==> src/rtl/mc_control_fsm.sv <==
// mc_control_fsm: multicycle MIPS-style main controller.
//
// Sequences one instruction through FETCH, DECODE and the opcode-specific
// execute states, driving the datapath selects and write enables each cycle.
// All state changes on the rising edge of clk. The reset is asynchronous and
// active-high, and it forces every output low at once.
//
// Parameters
//   EXT_ISA    1: ADDI, J and BNE are decoded; 0: those opcodes are illegal
//   MEM_WAIT   1: memory states wait for mem_ready; 0: mem_ready is taken as 1
//
// Ports
//   clk          clock
//   rst          asynchronous active-high reset
//   opcode       instruction[31:26] from the IR, stable from DECODE onward
//   funct        instruction[5:0]
//   zero         ALU zero flag
//   mem_ready    memory access completes this cycle
//   MemtoReg     register write data comes from memory
//   RegDst       destination register is rd (else rt)
//   IorD         memory address comes from ALUOut (else PC)
//   ALUSrcA      ALU A is register A (else PC)
//   IRWrite      load the instruction register
//   MemWrite     memory write strobe
//   RegWrite     register file write enable
//   PCEn         PC write enable
//   PCSrc        PC source: 00 ALU, 01 ALUOut, 10 jump target
//   ALUSrcB      ALU B: 00 B, 01 const 4, 10 SignImm, 11 SignImm<<2
//   ALUControl   ALU operation
//   state        current state code, for debug
//   illegal      one-cycle pulse on an unknown opcode or funct

module mc_control_fsm #(
   parameter bit EXT_ISA  = 1'b1,
   parameter bit MEM_WAIT = 1'b1
) (
   input  logic       clk,
   input  logic       rst,
   input  logic [5:0] opcode,
   input  logic [5:0] funct,
   input  logic       zero,
   input  logic       mem_ready,
   output logic       MemtoReg,
   output logic       RegDst,
   output logic       IorD,
   output logic       ALUSrcA,
   output logic       IRWrite,
   output logic       MemWrite,
   output logic       RegWrite,
   output logic       PCEn,
   output logic [1:0] PCSrc,
   output logic [1:0] ALUSrcB,
   output logic [2:0] ALUControl,
   output logic [3:0] state,
   output logic       illegal
);

   typedef enum logic [3:0] {
      StFetch    = 4'd0,
      StDecode   = 4'd1,
      StMemAdr   = 4'd2,
      StMemRead  = 4'd3,
      StMemWb    = 4'd4,
      StMemWrite = 4'd5,
      StExecute  = 4'd6,
      StAluWb    = 4'd7,
      StBranch   = 4'd8,
      StAddiExec = 4'd9,
      StAddiWb   = 4'd10,
      StJump     = 4'd11
   } state_e;

   localparam logic [5:0] OpRtype = 6'b000000;
   localparam logic [5:0] OpLw    = 6'b100011;
   localparam logic [5:0] OpSw    = 6'b101011;
   localparam logic [5:0] OpBeq   = 6'b000100;
   localparam logic [5:0] OpBne   = 6'b000101;
   localparam logic [5:0] OpAddi  = 6'b001000;
   localparam logic [5:0] OpJ     = 6'b000010;

   state_e     state_q;
   logic       funct_bad_q;  // EXECUTE saw an unknown funct; blocks the ALUWB write
   logic       mem_ok;
   logic       op_lw, op_sw, op_rtype, op_beq, op_bne, op_addi, op_j, op_legal;
   logic       funct_ok;
   logic [2:0] funct_ctl;
   logic [1:0] alu_op;

   // With MEM_WAIT=0 memory is assumed to answer in the same cycle.
   assign mem_ok = MEM_WAIT ? mem_ready : 1'b1;

   // Opcode decode; the extended opcodes vanish when EXT_ISA=0 so they fall
   // into the illegal path.
   assign op_lw    = (opcode == OpLw);
   assign op_sw    = (opcode == OpSw);
   assign op_rtype = (opcode == OpRtype);
   assign op_beq   = (opcode == OpBeq);
   assign op_bne   = EXT_ISA && (opcode == OpBne);
   assign op_addi  = EXT_ISA && (opcode == OpAddi);
   assign op_j     = EXT_ISA && (opcode == OpJ);
   assign op_legal = op_lw | op_sw | op_rtype | op_beq | op_bne | op_addi | op_j;

   // R-type funct decode; unknown functs fall back to add.
   always_comb begin
      funct_ok  = 1'b1;
      funct_ctl = 3'b010;
      case (funct)
         6'b100000: funct_ctl = 3'b010;
         6'b100010: funct_ctl = 3'b110;
         6'b100100: funct_ctl = 3'b000;
         6'b100101: funct_ctl = 3'b001;
         6'b101010: funct_ctl = 3'b111;
         default:   funct_ok  = 1'b0;
      endcase
   end

   always_ff @(posedge clk or posedge rst) begin
      if (rst) begin
         state_q     <= StFetch;
         funct_bad_q <= 1'b0;
      end else begin
         case (state_q)
            StFetch: begin
               if (mem_ok) state_q <= StDecode;
            end
            StDecode: begin
               if (op_lw || op_sw)        state_q <= StMemAdr;
               else if (op_rtype)         state_q <= StExecute;
               else if (op_beq || op_bne) state_q <= StBranch;
               else if (op_addi)          state_q <= StAddiExec;
               else if (op_j)             state_q <= StJump;
               else                       state_q <= StFetch;
            end
            StMemAdr: begin
               state_q <= op_sw ? StMemWrite : StMemRead;
            end
            StMemRead: begin
               if (mem_ok) state_q <= StMemWb;
            end
            StMemWrite: begin
               if (mem_ok) state_q <= StFetch;
            end
            StExecute: begin
               funct_bad_q <= ~funct_ok;
               state_q     <= StAluWb;
            end
            StAddiExec: begin
               state_q <= StAddiWb;
            end
            // MEMWB, ALUWB, BRANCH, ADDIWB, JUMP and the unused codes 12-15
            default: begin
               state_q <= StFetch;
            end
         endcase
      end
   end

   assign state = state_q;

   // Output decode of the current state. FETCH and BRANCH look at mem_ready
   // and zero in the same cycle, so these are not registered; rst gates them
   // so they drop without waiting for an edge.
   always_comb begin
      MemtoReg   = 1'b0;
      RegDst     = 1'b0;
      IorD       = 1'b0;
      ALUSrcA    = 1'b0;
      IRWrite    = 1'b0;
      MemWrite   = 1'b0;
      RegWrite   = 1'b0;
      PCEn       = 1'b0;
      PCSrc      = 2'b00;
      ALUSrcB    = 2'b00;
      ALUControl = 3'b010;
      illegal    = 1'b0;
      alu_op     = 2'b00;

      case (state_q)
         StFetch: begin
            ALUSrcB = 2'b01;
            IRWrite = mem_ok;
            PCEn    = mem_ok;
         end
         StDecode: begin
            ALUSrcB = 2'b11;
            illegal = ~op_legal;
         end
         StMemAdr: begin
            ALUSrcA = 1'b1;
            ALUSrcB = 2'b10;
         end
         StMemRead: begin
            IorD = 1'b1;
         end
         StMemWb: begin
            MemtoReg = 1'b1;
            RegWrite = 1'b1;
         end
         StMemWrite: begin
            IorD     = 1'b1;
            MemWrite = 1'b1;
         end
         StExecute: begin
            ALUSrcA = 1'b1;
            alu_op  = 2'b10;
            illegal = ~funct_ok;
         end
         StAluWb: begin
            RegDst   = 1'b1;
            RegWrite = ~funct_bad_q;
         end
         StBranch: begin
            ALUSrcA = 1'b1;
            alu_op  = 2'b01;
            PCSrc   = 2'b01;
            PCEn    = op_bne ? ~zero : zero;
         end
         StAddiExec: begin
            ALUSrcA = 1'b1;
            ALUSrcB = 2'b10;
         end
         StAddiWb: begin
            RegWrite = 1'b1;
         end
         StJump: begin
            PCSrc = 2'b10;
            PCEn  = 1'b1;
         end
         default: begin
         end
      endcase

      case (alu_op)
         2'b01:   ALUControl = 3'b110;
         2'b10:   ALUControl = funct_ctl;
         default: ALUControl = 3'b010;
      endcase

      if (rst) begin
         MemtoReg   = 1'b0;
         RegDst     = 1'b0;
         IorD       = 1'b0;
         ALUSrcA    = 1'b0;
         IRWrite    = 1'b0;
         MemWrite   = 1'b0;
         RegWrite   = 1'b0;
         PCEn       = 1'b0;
         PCSrc      = 2'b00;
         ALUSrcB    = 2'b00;
         ALUControl = 3'b000;
         illegal    = 1'b0;
      end
   end

endmodule

==> config.mk <==
export PLATFORM = sky130hd
export DESIGN_NAME = mc_control_fsm
export DESIGN_NICKNAME = d
export VERILOG_FILES = /design/src/rtl/mc_control_fsm.sv
export SDC_FILE = /design/constraint.sdc
export NUM_CORES = 1
export LEC_CHECK = 0
export BUFFER_PORTS_ARGS = -buffer_cell sky130_fd_sc_hd__buf_2
export CORE_MARGIN = 3
export CORE_UTILIZATION = 33
export CTS_CLUSTER_DIAMETER = 100
export DETAILED_ROUTE_END_ITERATION = 7
export GPL_TIMING_DRIVEN = 0
export PLACE_DENSITY = 0.66
export RECOVER_POWER = 25
export REMOVE_ABC_BUFFERS = 1
export SLEW_MARGIN = 20
export SYNTH_ARGS = -nofsm -noshare
export SYNTH_HDL_FRONTEND = slang
export SYNTH_SLANG_ARGS = --single-unit
==> constraint.sdc <==
create_clock -name clk -period 2.7 [get_ports clk]
set_input_delay 0.54 -clock clk [delete_from_list [all_inputs] [get_ports clk]]
set_output_delay 0.54 -clock clk [all_outputs]
set_load 0.005 [all_outputs]
Yosys cells after proc, flatten, opt, wreduce, memory -nomap -nowiden:

Cells that the tools add are included.

* input port bits: 16
* register bits: 5

* reductions and logical operators: 10
* equal/unequal tests: 27
* bitwise operators: 10
* mux-type cells: 38

Operators by type and width (number)
* 6-bit == test, second input constant: 7
* 4-bit 2-to-1 mux: 8
* 4-bit case mux with 7 select lines: 1
* 1-bit 2-to-1 mux: 17
* 4-bit by 3-bit == test with 1-bit output, second input constant: 4
* 4-bit == test, second input constant: 4
* 6-bit by 3-bit == test with 1-bit output, second input constant: 2
* 3-bit case mux with 4 select lines: 1
* 4-bit by 2-bit == test with 1-bit output, second input constant: 2
* 2-bit case mux with 2 select lines: 2
* 6-bit by 2-bit == test with 1-bit output, second input constant: 1
* 6-bit by 4-bit == test with 1-bit output, second input constant: 1
* 6-bit zero test: 1
* 3-bit 2-to-1 mux: 2
* 2-bit inequality test, second input constant: 3
* 1-bit bitwise OR: 6
* 2-bit case mux with 3 select lines: 1
* 3-bit case mux with 2 select lines: 1
* 2-bit OR reduction: 3
* 5-bit OR reduction: 1
* 4-bit by 1-bit == test with 1-bit output, second input constant: 1
* 4-bit zero test: 1
* 2-bit 2-to-1 mux: 2
* 1-bit NOT: 4
* 7 further kinds: 9

Longest topological paths before layout:

Gate-level depths: netlist of the first run.

* depth in word-level cells: 10
* mapped depth: 7

Least setup slack after synthesis of the first run:

Ideal clock, no wire load.

* kind: in2out
* start point: input funct[4]
* end point: output ALUControl[0]
* buffers on the path: 0
* path slack: 0.604 ns
* arrival time: 1.556 ns
* cell stages on the path: 4
* path through: nand2b_4 or4b_4 a2bb2oi_1 nor4b_2

* longest elaborated chain between the ends: 4
* elaborated cells between the ends (all ways): 7
* those cells by class: eq/ne (4); mux (3)

RTL lines
* start, declared: line 40 `input logic [5:0] funct,`
* 6-bit == test: line 107 `case (funct)`
* 3-bit case mux with 4 select lines (*): line 107
* 3-bit case mux with 2 select lines (*): line 233 `case (alu_op)`
* 3-bit 2-to-1 mux (*): line 239 `if (rst) begin`
* end, declared: line 53 `output logic [2:0] ALUControl,`

Mark *: on every way between the ends. The rest lies on a longest branch, timed or not.

Worst setup path in the final report of the first run:

* start point: register state_q[3] (netlist: state[3])
* end point: output ALUControl[1]

* longest elaborated chain between the ends: 5
* elaborated cells between the ends (all ways): 7
* those cells by class: eq/ne (4); mux (3)

RTL lines
* start, declared: line 81 `state_e state_q;`
* start signal, assigned: line 119 `state_q <= StFetch;`
* start signal, assigned: line 124 `if (mem_ok) state_q <= StDecode;`
* start signal, assigned: line 127 `if (op_lw || op_sw) state_q <= StMemAdr;`
* 4-bit == test / 4-bit by 3-bit == test with 1-bit output (equally long branches): line 178 `case (state_q)`
* 2-bit case mux with 2 select lines (*): line 178
* 2-bit == test / 2-bit by 1-bit == test with 1-bit output (equally long branches): line 233
* 3-bit case mux with 2 select lines (*): line 233
* 3-bit 2-to-1 mux (*): line 239

Marks and branches as above.

==> results of run 1 <==
-- layout by cell type, fill, tap and decap left out, types with 2 or more instances in the layout --
| master | count |
|---|---|
| inv_1 | 6 |
| dfrtp_1 | 3 |
| ha_1 | 3 |
| a21oi_1 | 7 |
| nand2_1 | 8 |
| xnor2_1 | 2 |
| clkbuf_1 | 2 |
| o31ai_1 | 2 |
| o22ai_1 | 3 |
| nor4_1 | 5 |
| nand2b_1 | 6 |
| and3_1 | 3 |
| clkbuf_4 | 3 |
| buf_2 | 34 |
| nor2_1 | 9 |
| dfrtp_2 | 2 |
| o311ai_0 | 2 |
| nand3_1 | 7 |
| o21ai_0 | 5 |
| nor3_1 | 10 |
-- layer usage --
layer,track usage,wire (µm),vias up
met5,0,0,-
met4,0.0766,23,0
met2,0.269,1050,28
li1,-,-,467
met1,0.192,917,401
met3,0.0169,80,3
-- area by class of cell --
class	instances	area (µm²)	area share
well taps	27	33.8	0.0355
multi-input cells	90	567	0.596
repair buffers	35	174	0.183
clock buffers	4	26.3	0.0276
flip-flops and latches	5	128	0.134
inverters	6	22.5	0.0237
-- state kept, by name, indices dropped and copies added (netlist names) --
name and count:
state 4, funct_bad_q 1
-- through the flow --
step | setup slack [ps] | cells | power (mW)
finish | 137 | 167 | 0.557
global route | 15.2 | 167 | 0.609
CTS | 21.7 | 167 | 0.558
detailed placement | 241 | 163 | 0.466
global placement | 257 | 163 | 0.457
floorplan | 591 | 101 | 0.342
-- critical path, cell delays in order (launching register included) --
cell and delay [ps]:
dfrtp_1 640, nor2_1 110, nand3_1 210, inv_1 70
ha_1 340, a211oi_1 220, nor2_1 50, buf_2 130
-- repair_timing --
action | CTS | global route
gates resized for setup | 1 | 2
endpoints found under the hold margin | 0 | 0
endpoints found under the setup margin | 2 | 3
-- power by group through the flow --
stage                     Clock [mW]  Combinational, mW  Sequential (mW)
final                         0.0847              0.291            0.181
after global routing          0.0917              0.329            0.188
after CTS                     0.0876              0.292            0.178
after detailed placement           0              0.289            0.178
after global placement             0              0.281            0.176
after floorplan                    0              0.184            0.158
-- cells by family (layout without fill, tap and decap cells) --
family | Yosys count | count (layout) | synth area share
flip-flops | 5 | 5 | 0.169
AND/OR/NAND/NOR | 56 | 56 | 0.421
multiplexers | 1 | 1 | 0.0152
AO/OA/AOI/OAI | 27 | 27 | 0.240
XOR/XNOR | 3 | 3 | 0.0355
adder cells (fa/ha/maj) | 3 | 3 | 0.0507
buffers and inverters | 13 | 45 | 0.0692
-- path summary, 6_finish.rpt --
kind / endpoint / slack [ps] / cells after the start / start
max: ALUControl[1] / 140 / 7 / state[3]
min: state[3] / 340 / 2 / rst
max reg2reg: state[0] / 1120 / 4 / state[0]
min reg2reg: funct_bad_q / 490 / 2 / funct_bad_q
max in group asynchronous: state[1] / 2180 / 2 / rst
min in group clk: funct_bad_q / 490 / 2 / funct_bad_q
==> impl_results.md, run 1 <==
* Core ar. at ~2000 µm²
* Synth area leaders: dfrtp_1 (17%), nor3_1 (6.8%), ha_1 (5.1%)
* Mapped Avg Cell Area at roughly 6.9 µm²
* Hold Path Class: input pin to asynchronous set/reset pin
* DRT Pass-1 Iters at 4
* Static Leak at between 0.4 and 0.5 nW
* GRT Total Usage at 0.157
* Clock buffer depth at 2
* Pins Over Slew Limit at 0
* Design area at approximately 950 µm²
* Final hold slack at between 300 and 400 ps
* Combinational share of power at 0.523
* Post-DP HPWL at roughly 1600 µm
* PwrDens at a little under 600 nW/µm²
* Setup violators final at 0
* Final hold vios at 0
* Die ar. at between 2000 and 3000 µm²
* Synth warn at 0
* Sequential power share at 0.325
* Unrepaired setup endpoints after global routing: false
* CTS root buf: clkbuf_4
* Fmax at ~390 MHz
* Worst-path clk slew at 40 ps
* Top cells by count, synth: nor2_1 (10), nor3_1 (10), nand2_1 (8)
* Min cycle time layout at between 2000 and 3000 ps
* CP Capture Type: primary output
* Critical path arrival at 2020 ps
* Post-DR wirelength/cell at roughly 12 µm
* Switch Pwr at approximately 0.26 mW
* Iter 0 DRT Violations at 14
* Via count at 899
* Post-synth top area share at 0.169
* Share of layout cells above drive strength 1 at 0.314
* Antenna fix cells at 0
* CTS Buf Count at 3
* Rel. slew slack at 0.671
* Final worst-path cycle share at 0.949
* Remaining antenna violation count after routing at 0
* Placed cell area at around 920 µm²
* Setup TNS at 0 ps
* Synth cell types at 36
* DR vias/cell at about 5.4
* Worst-path maximum fanout at 17
* Mapped cell area at roughly 740 µm²
* Fill count at about 240
* Clk pwr share at 0.152
* CTS tree: done
* Sequential-to-total area share from yosys stat at 0.169
* Post-synth EDFFs at 0
* Setup CP Type: register to primary output
* Post-CTS setup buffers at 0
* Routability cong. at between 0.7 and 0.8
* Vias in the first global route at ~780
* FFs w/ async S/R, synth at 1.00
* Worst skew pair latency at 240 ps
* Cells after Synth at 108
* CP required at between 2000 and 2500 ps
* Area grow syn2layout at 28.4%
* Setup crit start kind: register
* Wire length of the first global-routing pass at 3300 µm
* Post-synth top flop: dfrtp_1
* Initial antenna violation count at 0
* Tightest Pin Transition at slightly below 500 ps
* H-tree depth at 1
* Maxcap violations at 0
* Max VDD drop at ~210 µV
* Die extent in y at approximately 53 µm
* Largest net degree at the start of global routing at 23
* DRC at 0
* Nets at 160
* Die span in x at about 53 µm
* Cell taking the most area after synthesis: dfrtp_1
* Final Routed Wirelength at between 2000 and 2500 µm
* Initial Utilization at 0.363
* TritonCTS sink count at 5
* Core Util, Final at 0.466
* FP Rows at 16
* Switching part of the total power at 0.475
* Status: finished clean
* # IOs at 36
* Flops & latches, synth at 5
* # port buffers at 35
* Gr ovfl total at 0
* Int Power at between 0.2 and 0.3 mW
* Setup Skew at about 0.19 ps
* CTS Hold Bufs at 0
(Power assumes the default switching activity.)
==> run 2, diff against run 1 <==
--- a/config.mk
+++ b/config.mk
@@ -6,8 +6,9 @@
 export NUM_CORES = 1
 export LEC_CHECK = 0
 export BUFFER_PORTS_ARGS = -buffer_cell sky130_fd_sc_hd__buf_2
-export CORE_MARGIN = 3
+export CORE_MARGIN = 2
 export CORE_UTILIZATION = 33
+export CTS_BUF_LIST = sky130_fd_sc_hd__clkbuf_8
 export CTS_CLUSTER_DIAMETER = 100
 export DETAILED_ROUTE_END_ITERATION = 7
 export GPL_TIMING_DRIVEN = 0
==> run 2 against run 1 <==
Effect of this change:
- largest power group unchanged
- highest routed layer unchanged
- non-clock buffer count unchanged
- core utilization decreased by 1.8 points
- maximum frequency increased by 1.9%
- register-to-register slack improved by 60 ps
==> impl_results.md, run 2 (synthesis results as in run 1) <==
* Status: finished clean (unchanged)
* Share of layout cells above drive strength 1 at 0.321 (was 0.314)
* Initial Utilization at 0.341 (was 0.363)
* Worst-path maximum fanout at 14 (was 17)
* # port buffers at 35 (unchanged)
* Antenna fix cells at 0 (unchanged)
* Setup CP Type: register to primary output (unchanged)
* Min cycle time layout at 2510 ps (was 2560 ps)
* Pins Over Slew Limit at 0 (unchanged)
* DR vias/cell at 5.43 (was 5.38)
* TritonCTS sink count at 5 (unchanged)
* CTS Buf Count at 3 (unchanged)
* Area grow syn2layout at 31.3% (was 28.4%)
* Setup Skew at 2.24 ps (was 0.187 ps)
* Final hold vios at 0 (unchanged)
* Post-CTS setup buffers at 0 (unchanged)
* H-tree depth at 1 (unchanged)
* FP Rows at 17 (was 16)
* Core ar. at 2170 µm² (was 2040 µm²)
* Int Power at 0.335 mW (was 0.293 mW)
* Nets at 160 (unchanged)
* PwrDens at 620 nW/µm² (was 586 nW/µm²)
* Iter 0 DRT Violations at 14 (unchanged)
* DRC at 0 (unchanged)
* Static Leak at 0.469 nW (was 0.459 nW)
* Critical path arrival at 1970 ps (was 2020 ps)
* Routability cong. at 0.882 (was 0.755)
* GRT Total Usage at 0.168 (was 0.157)
* Commonest non-fill, non-tap cells in the layout: buf_2 (34), nor3_1 (10), nor2_1 (9) (unchanged)
* Sequential power share at 0.302 (was 0.325)
* Most common cell after layout, fill and taps aside: buf_2 (unchanged)
* Area of the multi-input gates at 567 µm² (unchanged)
* CP required at 2160 ps (about the same)
* Storage cell area at 129 µm² (was 128 µm²)
* Setup crit start kind: register (unchanged)
* Unrepaired setup endpoints after global routing: false (unchanged)
* DRT Pass-1 Iters at 4 (unchanged)
* Combinational share of power at 0.479 (was 0.523)
* Remaining antenna violation count after routing at 0 (unchanged)
* Placed cells at 164 (was 163)
* Die extent in y at 51.4 µm (was 53.4 µm)
* Maxcap violations at 0 (unchanged)
* Final Routed Wirelength at 2000 µm (was 2070 µm)
* CP Capture Type: primary output (unchanged)
* Via count at 913 (was 899)
* Fill count at 232 (was 237)
* Fmax at 398 MHz (was 390 MHz)
* Gr ovfl total at 0 (unchanged)
* Clock buffer depth at 2 (unchanged)
* Wire length of the first global-routing pass at 3450 µm (was 3300 µm)
* Total power at 0.603 mW (was 0.557 mW)
* Crit-path max cell delay at 590 ps (was 640 ps)
* Final Instance Count excl. Fillers at 168 (was 167)
* Cell-by-cell trace of the critical path: nor2_1, nand3_1, inv_1, ha_1, a211oi_1, nor2_1, buf_2 (unchanged)
* Worst skew pair latency at 220 ps (was 240 ps)
* Die ar. at 2640 µm² (was 2850 µm²)
* Switch Pwr at 0.268 mW (was 0.264 mW)
* Max FFs per register at 4 (unchanged)
* Final worst-path cycle share at 0.931 (was 0.949)
* CTS tree: done (unchanged)
* Clk pwr share at 0.219 (was 0.152)
* Largest net degree at the start of global routing at 23 (unchanged)
* Setup TNS at 0 ps (unchanged)
* Setup violators final at 0 (unchanged)
* # IOs at 36 (unchanged)
* Switching part of the total power at 0.445 (was 0.475)
* Tightest Pin Transition at 412 ps (was 493 ps)
* Max VDD drop at 226 µV (was 206 µV)
* Post-DP HPWL at 1560 µm (was 1600 µm)
* Hold Path Class: input pin to asynchronous set/reset pin (unchanged)
* Die span in x at 51.4 µm (was 53.4 µm)
* Initial antenna violation count at 0 (unchanged)
* CP most frequent cell: nor2_1 (unchanged)
* Rel. slew slack at 0.723 (was 0.671)
* CTS root buf: clkbuf_8 (was clkbuf_4)
* Post-DR wirelength/cell at 11.9 µm (was 12.4 µm)
* Vias in the first global route at 813 (was 777)
* Worst-path clk slew at 30 ps (was 40 ps)
* Slowest CP cell: dfrtp_1 (unchanged)
* Core Util, Final at 0.448 (was 0.466)
* Buf+Inv Stages, Crit Path at 2 (unchanged)
* Top delay family on crit path: flip-flops (unchanged)
## run 2: per-stage QoR
| step | setup WS [ps] | area [µm²] | hold WS (ps) |
|---|---|---|---|
| CTS | 97.6 | 971 | 356 |
| detailed placement | 178 | 922 | 473 |
| global route | 20.0 | 972 | 406 |
| finish | 186 | 972 | 356 |
| floorplan | 591 | 712 | 319 |
| global placement | 237 | 922 | 462 |
## run 2: path summary, 6_finish.rpt
check                                  from            end  slack, ps  cells after the start
max in group asynchronous               rst       state[3]       2170                      2
worst max-delay path               state[0]  ALUControl[1]        190                      7
worst min-delay path                    rst       state[0]        360                      2
worst max register to register     state[0]       state[0]       1180                      4
min in group clk                funct_bad_q    funct_bad_q        470                      2
worst min register to register  funct_bad_q    funct_bad_q        470                      2
## run 2: final cells by class
cell class,count,area share
multi-input cells,90,0.583
clock inverters,1,0.00386
flip-flops and latches,5,0.133
inverters,6,0.0232
well taps,28,0.0360
repair buffers,35,0.179
clock buffers,3,0.0425
## run 2: metal layers
| metal | track usage | up-vias | share of wire |
|---|---|---|---|
| li1 | - | 468 | - |
| met1 | 0.195 | 418 | 0.44 |
| met2 | 0.310 | 25 | 0.51 |
| met3 | 0.0292 | 2 | 0.047 |
| met4 | 0.0526 | 0 | 0.0050 |
| met5 | 0 | - | 0 |
## run 2: timing repair
action / in CTS / in global routing
gates resized for setup: 2 / 2
setup endpoints to repair: 2 / 1
hold buffers: 0 / 0
## run 2: power by group through the flow
stage               Clock (mW)  Combinational [mW]  Sequential (mW)
CTS                      0.135               0.290            0.181
floorplan                    0               0.184            0.158
global route             0.139               0.325            0.193
detailed placement           0               0.287            0.179
finish                   0.132               0.289            0.182
global placement             0               0.280            0.176
